--- config.mk ---
export PLATFORM = sky130hd
export DESIGN_NAME = simd_fu_sequencer
export DESIGN_NICKNAME = d
export VERILOG_FILES = /design/src/rtl/simd_fu_sequencer.sv
export SDC_FILE = /design/constraint.sdc
export NUM_CORES = 1
export LEC_CHECK = 0
export BUFFER_PORTS_ARGS = -buffer_cell sky130_fd_sc_hd__buf_2
export CORE_MARGIN = 1
export CORE_UTILIZATION = 47
export CTS_CLUSTER_DIAMETER = 120
export DETAILED_ROUTE_END_ITERATION = 6
export PLACE_DENSITY = 0.8
export SETUP_SLACK_MARGIN = 0.15
export SYNTH_ARGS = -nofsm -noshare
export SYNTH_HDL_FRONTEND = slang
export SYNTH_SLANG_ARGS = --single-unit
--- constraint.sdc ---
create_clock -name clk_i -period 2.2 [get_ports clk_i]
set_clock_uncertainty 0.1 [all_clocks]
set_input_delay 0.44 -clock clk_i [delete_from_list [all_inputs] [get_ports clk_i]]
set_output_delay 0.44 -clock clk_i [all_outputs]
set_load 0.01 [all_outputs]
--- src/rtl/simd_fu_sequencer.sv ---
`default_nettype none
// ============================================================================
// Module   : simd_fu_sequencer
// Brief    : Issues one SIMD instruction at a time to the functional units,
//            timing multiply latency and VREDSUM passes. Optional macro
//            SIMD_SEQ_PERF_EN adds issue/stall performance counters.
// Revision : 1.0 - initial release
// ============================================================================

package simd_fu_sequencer_pkg;

    typedef logic [4:0] simd_op_t;

    localparam simd_op_t VNOP    = 5'd0;
    localparam simd_op_t VADD    = 5'd1;
    localparam simd_op_t VSUB    = 5'd2;
    localparam simd_op_t VAND    = 5'd3;
    localparam simd_op_t VOR     = 5'd4;
    localparam simd_op_t VXOR    = 5'd5;
    localparam simd_op_t VSLL    = 5'd6;
    localparam simd_op_t VSRL    = 5'd7;
    localparam simd_op_t VMUL    = 5'd8;
    localparam simd_op_t VMULH   = 5'd9;
    localparam simd_op_t VMULHU  = 5'd10;
    localparam simd_op_t VMULHSU = 5'd11;
    localparam simd_op_t VREDSUM = 5'd12;

    typedef struct packed {
        simd_op_t   instr_type;
        logic [4:0] vd;
        logic [4:0] vs1;
        logic [4:0] vs2;
    } simd_instr_t;

    typedef struct packed {
        simd_instr_t instr;
        logic [1:0]  sew;
    } rr_exe_simd_instr_t;

endpackage

module simd_fu_sequencer
    import simd_fu_sequencer_pkg::*;
#(
    parameter int MUL_LAT    = 2,
    parameter int RED_PASSES = 3
) (
    input  logic               clk_i,
    input  logic               rst_i,
    input  logic               instr_valid_i,
    input  rr_exe_simd_instr_t instr_i,
    output logic               instr_ready_o,
    input  logic               flush_i,
    output rr_exe_simd_instr_t fu_instr_o,
    output rr_exe_simd_instr_t fu_sel_out_o,
    output logic               result_valid_o,
    output logic [2:0]         red_pass_o,
    output logic               busy_o
`ifdef SIMD_SEQ_PERF_EN
    ,
    output logic [31:0]        perf_issued_o,
    output logic [31:0]        perf_stall_o
`endif
);

    typedef enum logic [1:0] {
        ST_IDLE = 2'd0,
        ST_EXEC = 2'd1,
        ST_MUL  = 2'd2,
        ST_RED  = 2'd3
    } state_e;

    localparam logic [2:0] MUL_LAST = 3'(MUL_LAT - 1);
    localparam logic [2:0] RED_LAST = 3'(RED_PASSES - 1);

    state_e             state_q, state_d;
    rr_exe_simd_instr_t iss_q, iss_d;
    logic [2:0]         cnt_q, cnt_d;

    logic   mul_last;
    logic   red_last;
    logic   final_cycle;
    logic   accept;
    state_e issue_state;

    // One counter serves both the multiply latency and the reduction pass index.
    assign mul_last    = (state_q == ST_MUL) && (cnt_q == MUL_LAST);
    assign red_last    = (state_q == ST_RED) && (cnt_q == RED_LAST);
    assign final_cycle = (state_q == ST_EXEC) || mul_last || red_last;

    assign instr_ready_o = !flush_i && ((state_q == ST_IDLE) || final_cycle);
    assign accept        = instr_valid_i && instr_ready_o;

    always_comb begin
        issue_state = ST_EXEC;
        case (instr_i.instr.instr_type)
            VMUL, VMULH, VMULHU, VMULHSU: issue_state = ST_MUL;
            VREDSUM:                      issue_state = ST_RED;
            default:                      issue_state = ST_EXEC;
        endcase
    end

    always_comb begin
        state_d = state_q;
        iss_d   = iss_q;
        cnt_d   = cnt_q;
        if (flush_i) begin
            state_d = ST_IDLE;
            cnt_d   = 3'd0;
        end else if (accept) begin
            iss_d   = instr_i;
            state_d = issue_state;
            cnt_d   = 3'd0;
        end else if (final_cycle) begin
            state_d = ST_IDLE;
            cnt_d   = 3'd0;
        end else if (state_q != ST_IDLE) begin
            cnt_d   = cnt_q + 3'd1;
        end
    end

    always_ff @(posedge clk_i) begin
        if (rst_i) begin
            state_q <= ST_IDLE;
            iss_q   <= '0;
            cnt_q   <= 3'd0;
        end else begin
            state_q <= state_d;
            iss_q   <= iss_d;
            cnt_q   <= cnt_d;
        end
    end

    // Multiply results are only selected on the cycle the product is ready.
    assign fu_instr_o     = (state_q == ST_IDLE) ? '0 : iss_q;
    assign fu_sel_out_o   = ((state_q == ST_EXEC) || (state_q == ST_RED) || mul_last) ? iss_q : '0;
    assign result_valid_o = !flush_i && final_cycle;
    assign red_pass_o     = (state_q == ST_RED) ? cnt_q : 3'd0;
    assign busy_o         = (state_q != ST_IDLE);

`ifdef SIMD_SEQ_PERF_EN
    logic [31:0] perf_issued_q, perf_issued_d;
    logic [31:0] perf_stall_q, perf_stall_d;

    always_comb begin
        perf_issued_d = perf_issued_q + 32'(accept);
        perf_stall_d  = perf_stall_q + 32'(instr_valid_i && !instr_ready_o);
    end

    always_ff @(posedge clk_i) begin
        if (rst_i) begin
            perf_issued_q <= 32'd0;
            perf_stall_q  <= 32'd0;
        end else begin
            perf_issued_q <= perf_issued_d;
            perf_stall_q  <= perf_stall_d;
        end
    end

    assign perf_issued_o = perf_issued_q;
    assign perf_stall_o  = perf_stall_q;
`endif

endmodule

`default_nettype wire
==> out/qor.yml, run 1 <==
route:
  drt_wl_total_mm: 3.81
  drt_iter0_markers: 77
  num_vias: 1514
  postRouteAntennaNets: 0
  avgRoutedWirePerCell_um: 12.1
  drc_errors: 0
  dr.pass1.iters: 4
  vias_per_cell: 4.82
cells_and_area:
  final_area_um2: 2220
  area_delta_synth_final_pct: 34.7
  antenna_cells: 0
  drive_gt1_frac: 0.403
  utilization: 0.666
  nets: 298
yosys:
  synthArstFlopShare: 0
  synth_top_area_frac: 0.328
  synth-seq-cells: 27
  syn_nets: 220
  synth_area_per_cell_um2: 8.64
  ys_seq_area_frac: 0.328
  synth_cell_type_count: 29
  synth.cell_area_um2: 1650
  synth_edf_count: 0
  synth_area_leaders: "dfxtp_1 33%, nand2b_1 17%, mux2i_1 14%"
  yosysTopAreaCell: "dfxtp_1"
  synthFlopType: "dfxtp_1"
  ys_warn_count: 0
  syn_inst: 191
flow_run:
  maxCapViolCount: 0
worst_setup_path:
  critPathKind: "register to output port"
  path_max_fanout: 6
  critPathLaunchType: "register"
  critPathSlowestCell: "dfxtp_2"
  worstSetupEndpointType: "output port"
  arrival_ns: 1.64
  slowest_delay_ns: 0.36
  path_cells: "inv_2 -> ha_4 -> and3b_2 -> nor2_4 -> buf_6 -> nor2b_1 -> buf_2"
  cp.required_ns: 1.66
clock_network:
  cts_hold_buffers: 0
  cts_tree: "built"
  clk_latency_ns: 0.31
  numCtsBuffers: 3
  cts_root_buffer: "clkbuf_4"
  clockBufferDepth: 2
  cts.sinks: 27
  h-tree-depth: 1
  path_clk_slew_ns: 0.14
floorplanning:
  ios: 76
  row_count: 21
  die_h_um: 61.3
  die_w_um: 61.3
  dieArea_um2: 3750
  initial_core_util: 0.495
  core-area_um2: 3340
placement:
  dp_hpwl_mm: 2.52
  placed_area_um2: 2050
  gp_congestion: 0.827
  io_buffers: 75
  dp_slack_ns: 0.337
power_and_ir_drop:
  ir_drop_mv: 0.199
  p_int_uw: 664
  p_per_area_nw_per_um2: 396
  p_leak_uw: 0.00114
  pwr-share-comb: 0.169
  power.share.clock: 0.232
  netSwitchingFraction: 0.246
  p_switching_uw: 216
  seq_power_share: 0.599
  total_power_uw: 880
sta:
  slew_viol_final: 0
  clock.fmax_mhz: 459
  slew_headroom: 0.742
  layout_min_cycle_time_ns: 2.18
  rsz0062_at_grt: "yes"
  finalCritPeriodShare: 0.991
  hold_violations: 0
  tightest_slew_ns: 0.386
  finalSetupViolCount: 0
  setup_slack_ns: 0.0190
global_route:
  grt_max_degree: 27
  grt_pass1_wl_mm: 5.48
  grt_pass1_vias: 1289
  antenna_found_initial: 0
  grt_overflow: 0
  grt_util_all_layers: 0.196
run_status:
  status: "complete, no violations"
min_path:
  hold_path_class: "input pin to register"
-- layout by cell type, fill, tap and decap left out, drive strengths merged --
| cell type | instances |
|---|---|
| mux2 | 1 |
| ha | 3 |
| dfxtp | 27 |
| nand2 | 1 |
| o21ai | 4 |
| o22ai | 1 |
| and2 | 22 |
| o211ai | 1 |
| o21a | 1 |
| or2 | 1 |
| nor2b | 23 |
| xnor2 | 1 |
| and3 | 2 |
| buf | 88 |
| nand2b | 45 |
| nor2 | 7 |
| clkbuf | 4 |
| o2bb2ai | 1 |
| nor3 | 2 |
| and3b | 1 |
| inv | 3 |
| a21oi | 1 |
| and4 | 2 |
| mux2i | 23 |
| nand4b | 1 |
| or3b | 1 |
| o32a | 1 |
-- final timing paths --
| kind | cells past startpoint | slack [ns] | endpoint | startpoint |
|---|---|---|---|---|
| setup / recovery | 7 | 0.02 | fu_sel_out_o[8] | cnt_q[1] |
| hold / removal | 3 | 0.26 | iss_q[11] | instr_i[11] |
| setup reg to reg | 8 | 0.34 | iss_q[14] | cnt_q[1] |
| hold reg to reg | 2 | 0.39 | iss_q[10] | iss_q[10] |
-- layer usage --
layer | track usage | vias up | routed length (um)
li1 | - | 767 | -
met1 | 0.224 | 707 | 1590
met2 | 0.374 | 36 | 2030
met3 | 0.0252 | 4 | 143
met4 | 0.0584 | 0 | 45
met5 | 0 | - | 0
-- cells by family after synthesis --
kind of cell / Yosys count / share of synthesized area
AOI/OAI and AO/OA: 10 / 0.0394
muxes: 24 / 0.146
adders and majority gates: 3 / 0.0227
xor gates and xnor gates: 1 / 0.00531
buffers and inverters: 18 / 0.0553
and+or+nand+nor: 108 / 0.403
DFF: 27 / 0.328
-- sequential cells by signal, indices dropped and copies added (netlist names) --
register  count
state_q       2
cnt_q         3
iss_q        22
-- timing repair --
action                                  in CTS  in global routing
setup buffers                                3                  4
pin swaps                                    2                  5
gates resized for setup                     20                  9
endpoints found under the setup margin      46                 46
gates cloned                                 2                  0
-- critical path, delay by kind of cell, from the launching register on --
family | cells | cell delay (ns)
AND/OR/NAND/NOR | 3 | 0.47
flip-flops | 1 | 0.36
buffers and inverters | 3 | 0.34
adder cells (fa/ha/maj) | 1 | 0.15
-- synthesized netlist by cell type, types with 2 or more instances --
| library cell | instances |
|---|---|
| and2_1 | 22 |
| and3_1 | 2 |
| and4_1 | 2 |
| buf_6 | 3 |
| clkbuf_1 | 11 |
| dfxtp_1 | 27 |
| ha_1 | 3 |
| inv_1 | 3 |
| mux2i_1 | 23 |
| nand2b_1 | 45 |
| nor2_1 | 7 |
| nor2b_1 | 23 |
| nor3_1 | 2 |
| o21ai_0 | 3 |
-- metrics by stage --
| stage | hold slack (ns) | instances | TNS, ns |
|---|---|---|---|
| final | 0.264 | 314 | 0 |
| after global routing | 0.257 | 314 | -1.02 |
| after CTS | 0.252 | 310 | 0 |
| after detailed placement | 0.375 | 301 | 0 |
| after global placement | 0.367 | 301 | 0 |
| after floorplan | 0.356 | 191 | 0 |
-- layout make-up --
type,instances,area [um2]
fillers,315,1110
multi-input cells,146,1070
flip-flops and latches,27,549
repair buffers,88,504
well taps,46,57.6
clock buffers,4,26.3
inverters,3,11.3
-- power by group through the flow --
stage | clock network (uW) | logic, uW | registers, uW
floorplan | 0 | 97.7 | 532
global placement | 0 | 136 | 538
detailed placement | 0 | 139 | 539
CTS | 215 | 146 | 528
global route | 233 | 163 | 531
finish | 204 | 148 | 527
Note: power is estimated with default switching activity, not from simulation.
==> inputs of run 2 (changes only) <==
--- a/config.mk
+++ b/config.mk
@@ -6,7 +6,7 @@
 export NUM_CORES = 1
 export LEC_CHECK = 0
 export BUFFER_PORTS_ARGS = -buffer_cell sky130_fd_sc_hd__buf_2
-export CORE_MARGIN = 1
+export CORE_MARGIN = 2
 export CORE_UTILIZATION = 47
 export CTS_CLUSTER_DIAMETER = 120
 export DETAILED_ROUTE_END_ITERATION = 6
==> out/qor.yml, run 2 (synthesis gave the netlist of run 1 again) <==
run_status:
  status: "complete, no violations"
power_and_ir_drop:
  p_int_uw: 664  # about the same
  power.share.clock: 0.250  # +0.018
  ir_drop_mv: 0.372  # +87%
  netSwitchingFraction: 0.265  # +0.0193
  pwr-share-comb: 0.166  # -0.003
  seq_power_share: 0.585  # -0.014
  p_switching_uw: 240  # +11%
  p_leak_uw: 0.00115  # +0.66%
  p_per_area_nw_per_um2: 401  # +1.3%
clock_network:
  cts_root_buffer: "clkbuf_4"
  numCtsBuffers: 3  # unchanged
  clockBufferDepth: 2  # unchanged
  cts.sinks: 27  # unchanged
  cts_tree: "built"
  path_clk_slew_ns: 0.16  # +0.02 ns
  clk_latency_ns: 0.33  # +0.02 ns
  h-tree-depth: 1  # unchanged
  cts_hold_buffers: 0  # unchanged
cells_and_area:
  final_common_cell: "buf_2"
  nets: 299  # +0.34%
  layout_common_cells: "73 x buf_2, 45 x nand2b_1, 23 x dfxtp_1"
  regMostFlops: "iss_q"
  area_delta_synth_final_pct: 36.6
  drive_gt1_frac: 0.405  # +0.00222
  fill_cells: 312  # -0.95%
  utilization: 0.670  # +0.00409
  antenna_cells: 0  # unchanged
  top_regs: "iss_q (22), cnt_q (3), state_q (2)"
  fin_cells: 315  # +0.32%
  largest_reg_flops: 22  # unchanged
global_route:
  grt_overflow: 0  # unchanged
  grt_pass1_wl_mm: 6.25  # +14%
  grt_max_degree: 31  # +15%
  grt_pass1_vias: 1387  # +7.6%
  grt_util_all_layers: 0.194  # -0.00208
  antenna_found_initial: 0  # unchanged
floorplanning:
  die_h_um: 63.3  # +3.3%
  die_w_um: 63.3  # +3.3%
  row_count: 21  # unchanged
  dieArea_um2: 4000  # +6.6%
  ios: 76  # unchanged
  core-area_um2: 3360  # +0.79%
  initial_core_util: 0.491  # -0.00386
route:
  drc_errors: 0  # unchanged
  postRouteAntennaNets: 0  # unchanged
  drt_wl_total_mm: 3.88  # +1.9%
  dr.pass1.iters: 4  # unchanged
  num_vias: 1492  # -1.5%
  vias_per_cell: 4.74  # -1.8%
  avgRoutedWirePerCell_um: 12.3  # +1.6%
  drt_iter0_markers: 78  # +1.3%
worst_setup_path:
  arrival_ns: 1.64  # about the same
  worstSetupEndpointType: "output port"
  path_max_fanout: 6  # unchanged
  critPathLaunchType: "register"
  cp.required_ns: 1.66  # about the same
  critPathKind: "register to output port"
flow_run:
  maxCapViolCount: 0  # unchanged
sta:
  layout_min_cycle_time_ns: 2.18  # +0.00119 ns
  slew_viol_final: 0  # unchanged
  hold_violations: 0  # unchanged
  fin_setup_tns_ns: 0  # unchanged
  finalCritPeriodShare: 0.992  # about the same
  rsz0062_at_grt: "yes"
  finalSetupViolCount: 0  # unchanged
  setup_slack_ns: 0.0178  # -0.00119 ns
  tightest_slew_ns: 0.433  # +0.0470 ns
  clock.fmax_mhz: 458  # about the same
  slew_headroom: 0.710  # -0.0315
min_path:
  hold_path_class: "input pin to register"
placement:
  io_buffers: 75  # unchanged
  gp_congestion: 0.884  # +6.9%
  dp_hpwl_mm: 2.49  # -0.85%
  dp_slack_ns: 0.331  # -0.00588 ns
  dp.cells: 301  # unchanged
## run 2: metrics by stage
step           cell area (um2)  total power, uW  hold slack, ns
2_1_floorplan             1650              630           0.356
3_3_place_gp              2050              674           0.369
3_5_place_dp              2050              677           0.375
4_1_cts                   2170              904           0.227
5_1_grt                   2250              957           0.218
6_report                  2250              904           0.238
## run 2: worst max-delay path, cell delays in order, from the launching register on
cell     delay (ns)
dfxtp_2        0.37
inv_2          0.05
ha_4           0.15
and3b_2        0.23
nor2_4         0.17
buf_6          0.16
nor2b_1        0.05
buf_2          0.13
## run 2: cell type report
cell class,instances,area (um2),area share
Clock buffer,3,22.5,0.00999
Clock inverter,1,7.51,0.00333
Multi-Input combinational cell,147,1090,0.484
Sequential cell,27,548,0.243
Timing Repair Buffer,88,517,0.229
Inverter,3,11.3,0.00499
Tap cell,46,57.6,0.0255
## run 2: power by group through the flow
stage               clock network [uW]  registers [uW]  logic [uW]
floorplan                            0             532        97.7
global placement                     0             538         136
detailed placement                   0             538         139
CTS                                231             528         145
global route                       260             532         165
finish                             226             528         150
## run 2: final timing paths
kind	startpoint	end	slack [ns]	cells past startpoint
max	cnt_q[1]	fu_sel_out_o[20]	0.02	7
min	instr_i[14]	iss_q[14]	0.24	3
max reg2reg	cnt_q[1]	iss_q[19]	0.33	8
min reg2reg	iss_q[4]	iss_q[4]	0.39	2
## run 2: per-layer routing
layer  GRT usage  up-vias  share of wire
met5           0        -              0
met4      0.0435        0         0.0075
met3      0.0482        2          0.053
met2       0.348       49           0.49
met1       0.231      673           0.45
li1            -      768              -
## run 2: timing repair
action | CTS | global route
setup buffers | 3 | 4
hold endpoints to repair | 0 | 0
gates resized for setup | 20 | 11
cloned | 2 | 1
setup endpoints to repair | 46 | 46
pin swaps | 2 | 2
